==> config.mk <==
export PLATFORM = sky130hd
export DESIGN_NAME = pc_sequencer
export DESIGN_NICKNAME = d
export VERILOG_FILES = /design/src/rtl/pc_sequencer.sv
export SDC_FILE = /design/constraint.sdc
export NUM_CORES = 1
export LEC_CHECK = 0
export BUFFER_PORTS_ARGS = -buffer_cell sky130_fd_sc_hd__buf_2
export CORE_ASPECT_RATIO = 0.6
export CORE_MARGIN = 1.5
export CORE_UTILIZATION = 61
export CTS_BUF_LIST = sky130_fd_sc_hd__clkbuf_4
export CTS_CLUSTER_DIAMETER = 30
export DETAILED_ROUTE_END_ITERATION = 8
export GPL_TIMING_DRIVEN = 0
export PLACE_DENSITY = 0.88
export REMOVE_ABC_BUFFERS = 1
export SLEW_MARGIN = 10
export SYNTH_ARGS = -nofsm -noshare
export SYNTH_HDL_FRONTEND = slang
export SYNTH_SLANG_ARGS = --single-unit
==> constraint.sdc <==
create_clock -name clk_i -period 7.45 [get_ports clk_i]
set_clock_uncertainty 0.15 [all_clocks]
set_input_delay 1.1175 -clock clk_i [delete_from_list [all_inputs] [get_ports clk_i]]
set_output_delay 1.1175 -clock clk_i [all_outputs]
set_load 0.005 [all_outputs]
==> src/rtl/pc_sequencer.sv <==
// Fetch/execute sequencer that owns the CPU program counter.
// Each instruction is one FETCH and one EXEC step, and either step stretches while its memory is busy.
module pc_sequencer #(
  parameter int unsigned         PC_WIDTH     = 32,
  parameter logic [PC_WIDTH-1:0] RESET_VECTOR = '0,
  parameter int unsigned         OFFSET_WIDTH = 8
) (
  input  logic                    clk_i,
  input  logic                    reset_ni,
  input  logic                    imem_busywait_i,
  input  logic                    dmem_busywait_i,
  input  logic                    jump_i,
  input  logic                    branch_i,
  input  logic                    zero_i,
  input  logic                    halt_i,
  input  logic [OFFSET_WIDTH-1:0] offset_i,
  output logic [PC_WIDTH-1:0]     pc_o,
  output logic [PC_WIDTH-1:0]     pc_next_o,
  output logic                    fetch_req_o,
  output logic                    commit_o,
  output logic                    halted_o,
  output logic [PC_WIDTH-1:0]     retired_o
);

  typedef enum logic [1:0] {
    S_RST   = 2'd0,
    S_FETCH = 2'd1,
    S_EXEC  = 2'd2,
    S_HALT  = 2'd3
  } state_e;

  state_e              state_q, state_d;
  logic [PC_WIDTH-1:0] pc_q, pc_d;
  logic [PC_WIDTH-1:0] retired_q, retired_d;

  logic [PC_WIDTH-1:0] offsetExt;
  logic [PC_WIDTH-1:0] pcPlus4;
  logic [PC_WIDTH-1:0] branchTarget;
  logic [PC_WIDTH-1:0] pcNext;

  // The offset counts words, so it is sign-extended and then scaled to a byte distance.
  always_comb begin
    offsetExt    = PC_WIDTH'($signed(offset_i));
    pcPlus4      = pc_q + PC_WIDTH'(4);
    branchTarget = pcPlus4 + (offsetExt << 2);
    pcNext       = pcPlus4;
    if (jump_i || (branch_i && zero_i)) begin
      pcNext = branchTarget;
    end
  end

  always_comb begin
    state_d     = state_q;
    pc_d        = pc_q;
    retired_d   = retired_q;
    fetch_req_o = 1'b0;
    commit_o    = 1'b0;
    halted_o    = 1'b0;
    unique case (state_q)
      S_RST: begin
        state_d = S_FETCH;
      end
      S_FETCH: begin
        fetch_req_o = 1'b1;
        if (!imem_busywait_i) begin
          state_d = S_EXEC;
        end
      end
      S_EXEC: begin
        // A halting instruction still retires, but it leaves the PC pointing at itself.
        if (!dmem_busywait_i) begin
          commit_o  = 1'b1;
          retired_d = retired_q + PC_WIDTH'(1);
          if (halt_i) begin
            state_d = S_HALT;
          end else begin
            pc_d    = pcNext;
            state_d = S_FETCH;
          end
        end
      end
      S_HALT: begin
        halted_o = 1'b1;
      end
      default: begin
        state_d = S_RST;
      end
    endcase
  end

  always_ff @(posedge clk_i) begin
    if (!reset_ni) begin
      state_q   <= S_RST;
      pc_q      <= RESET_VECTOR;
      retired_q <= '0;
    end else begin
      state_q   <= state_d;
      pc_q      <= pc_d;
      retired_q <= retired_d;
    end
  end

  assign pc_o      = pc_q;
  assign pc_next_o = pcNext;
  assign retired_o = retired_q;

endmodule

==> impl_results.md <==
* Max Cap Viol at 0
* Syn. warnings at 0
* Initial antenna violation count at 0
* Primary FF master, synth: dfxtp_1
* Setup TNS at 0 ns
* Antenna Nets Post-Route at 0
* Crit-path max FO at 10
* Routability congestion estimate from global placement at 0.995
* Worst EP required at 6.18 ns
* Combinational share of power at 19.8%
* Rel. slew slack at 28.5%
* First-pass iteration count of the detailed router at 5
* Slew Limit Fails at 0
* CTS resizes at 0
* Period minus WS final at 5.87 ns
* Area Overhead vs Synth at 14.0%
* Core box area at 8460 µm²
* Clock buffer depth at 2
* Clock sinks at 64
* VDD IR max at 77.0 µV
* Crit start category: register
* Post-synth EDFFs at 0
* Syn Area/Cell at 7.95 µm²
* WP data arrival at 4.60 ns
* Mapped cell area at 5270 µm²
* DP HPWL at 10600 µm
* Cell Rows at 26
* Final net count at 817
* RSZ-0062 raised after global routing: no
* Sequential area share after synthesis at 24.3%
* Drt via density at 5.97
* Largest net degree at the start of global routing at 72
* First-pass GRT wire length at 22300 µm
* CTS tree: built
* Number of global-route vias before repair at 4587
* CTS H-tree lvls at 3
* P_sw at 0.000229 W
* DP Cell Count at 858
* GRT Total Usage at 31.0%
* Final Setup Violations at 0
* Final std cells w/o fill at 873
* Final Hold Viols at 0
* Port-buffer cells at 110
* CP Launch Point: pc_o[2]$_SDFFE_PN0P_
* Net Sw Frac at 29.6%
* Avg WL per Cell at 16.2 µm
* Clk root buf: clkbuf_4
* Sequential Power Share at 45.9%
* WS Path Type: register to output port
* Share of synthesized registers carrying an async set or reset at 0%
* Reg2reg path depth at 16
* Origin of the critical flop-to-flop path: pc_o[2]$_SDFFE_PN0P_
* Post-route DRC at 0
* Post-Place Worst Slack at 1.89 ns
* Synth unique cells at 69
* Diode count at 0
* Initial core utilization at 62.3%
* PwrDens at 129 nW/µm²
* Die area at 9220 µm²
* Hold depth at 2
* Detailed Route WL at 14200 µm
* Worst Tran Pin Value at 1.07 ns
* Pleak at 2.87 nW
* CP Capture Type: output port
* Fmax at 170 MHz
* Cts hold-fix bufs at 0
* Worst skew pair latency at 0.43 ns
* Setup repair bufs after CTS at 0
* Cells after Synth at 663
* Gr ovfl total at 0
* Fraction of layout cells with a size suffix above 1 at 20.2%
* Hold WC Path Type: register to register
* Chip width at 123 µm
* Pint at 0.000545 W
* Final critical-path share of the clock period at 78.8%
* Filler cells at 692
* DRT iter0 DRCs at 444
* Die Span Y at 75.0 µm
* Hold path start: retired_o[30]$_SDFFE_PN0P_
* Top Ports at 115
* Outcome: complete, no violations
* Yosys reg bits at 64
* TritonCTS buffer count at 9
* Clock power frac at 34.3%
* Final worst setup slack at 1.58 ns
* Vias at 5213
* Clock slew seen by the registers of the worst setup and hold paths at 0.10 ns
==> registers in the layout, indices dropped and copies added, names as in the netlist <==
name       count
retired_o     32
pc_o          30
state_q        2
==> stage by stage <==
stage               total power [W]  utilization (%)  cell area [µm²]  hold WS [ns]
floorplan                  0.000456                -             5130         0.332
CTS                        0.000776             71.0             6010         0.362
finish                     0.000774             71.0             6010         0.358
global route               0.000810             71.0             6010         0.397
detailed placement         0.000513             69.3             5860         0.349
global placement           0.000506             68.8             5820         0.321
==> layer usage <==
metal	up-vias	track usage, %	wire [µm]
met3	21	6.89	1270
li1	2542	-	-
met5	-	0	0
met1	2413	44.9	6730
met4	0	7.92	163
met2	237	46.9	5990
==> synthesized netlist by cell type (3+ instances only) <==
library cell,instances,area share (%)
nand2_1,68,4.8
dfxtp_1,64,24
xnor2_1,52,8.6
nor2_1,51,3.6
a21oi_1,48,4.6
ha_1,43,10
o21ai_0,33,3.1
xor2_1,30,5.0
and2_1,27,3.2
nand4_1,24,2.8
clkbuf_1,23,1.6
nand3_1,22,2.1
nand2b_1,13,1.5
inv_1,12,0.85
and3_1,11,1.3
a21o_1,10,1.4
o211a_1,8,1.5
o21bai_1,8,1.1
and4_1,7,1.2
nor2b_1,7,0.83
a21boi_0,6,0.85
nor3_1,6,0.57
o21ai_1,6,0.57
or3_1,6,0.71
a211oi_1,5,0.71
a31oi_1,5,0.59
nor3b_1,5,0.71
o21ba_2,5,0.95
and2b_1,4,0.57
buf_4,4,0.57
a21boi_1,3,0.43
==> cell families after synthesis <==
group	synth area share (%)
AND/OR/NAND/NOR	25.6
buffers and inverters	3.73
multiplexers	0.190
AO/OA/AOI/OAI	21.6
other	0.0712
XOR/XNOR	13.9
flip-flops	24.3
adder cells (fa/ha/maj)	10.6
==> worst paths after layout <==
check | end | slack, ns
worst max-delay path | pc_next_o[31] | 1.58
worst min-delay path | retired_o[30]$_SDFFE_PN0P_ | 0.36
worst max register to register | pc_o[27]$_SDFFE_PN0P_ | 3.07
worst min register to register | retired_o[30]$_SDFFE_PN0P_ | 0.36
==> cells in the final DEF, fill, tap and decap left out, types with 6 or more instances in the layout <==
master,count
a21o_1,9
nand2_1,68
and3_1,11
nand4_1,24
nand3_1,22
a21oi_1,47
a21boi_0,6
and2_1,27
o21ai_0,33
nand2b_1,12
nor3_1,6
nor2b_1,6
o21bai_1,8
nor2_1,51
clkbuf_4,10
xor2_1,30
and4_1,7
ha_1,43
xnor2_1,52
buf_2,110
inv_1,12
o211a_1,8
or3_1,6
dfxtp_1,64
o21ai_1,6
==> power by group through the flow <==
| stage | clock [W] | sequential (W) | combinational (W) |
|---|---|---|---|
| after floorplan | 0 | 0.000361 | 0.0000952 |
| after global placement | 0 | 0.000362 | 0.000144 |
| after detailed placement | 0 | 0.000363 | 0.000150 |
| after CTS | 0.000270 | 0.000355 | 0.000152 |
| after global routing | 0.000284 | 0.000356 | 0.000170 |
| final | 0.000266 | 0.000355 | 0.000153 |
==> cell type report <==
class	instances	area, µm²	area share (%)
Multi-Input combinational cell	558	3810	63.5
Clock buffer	10	75.1	1.25
Clock inverter	5	72.6	1.21
Tap cell	112	140	2.33
Sequential cell	64	1280	21.3
Inverter	12	45.0	0.750
Timing Repair Buffer	112	581	9.66
==> worst max-delay path, cell delays in order, from the launching register on <==
cell and delay [ns]:
dfxtp_1 0.58, ha_1 0.38, nand2_1 0.12, nor2_1 0.47, nand4_1 0.18, xor2_1 0.15
inv_1 0.08, ha_1 0.40, nand2_1 0.13, o21ai_0 0.27, nor4_1 0.08, o31a_1 0.28
o211ai_1 0.20, a31oi_1 0.17, xnor2_1 0.22, nand2_1 0.12, xor2_1 0.21, buf_2 0.14
No activity file was read; power rests on OpenSTA's default activity.
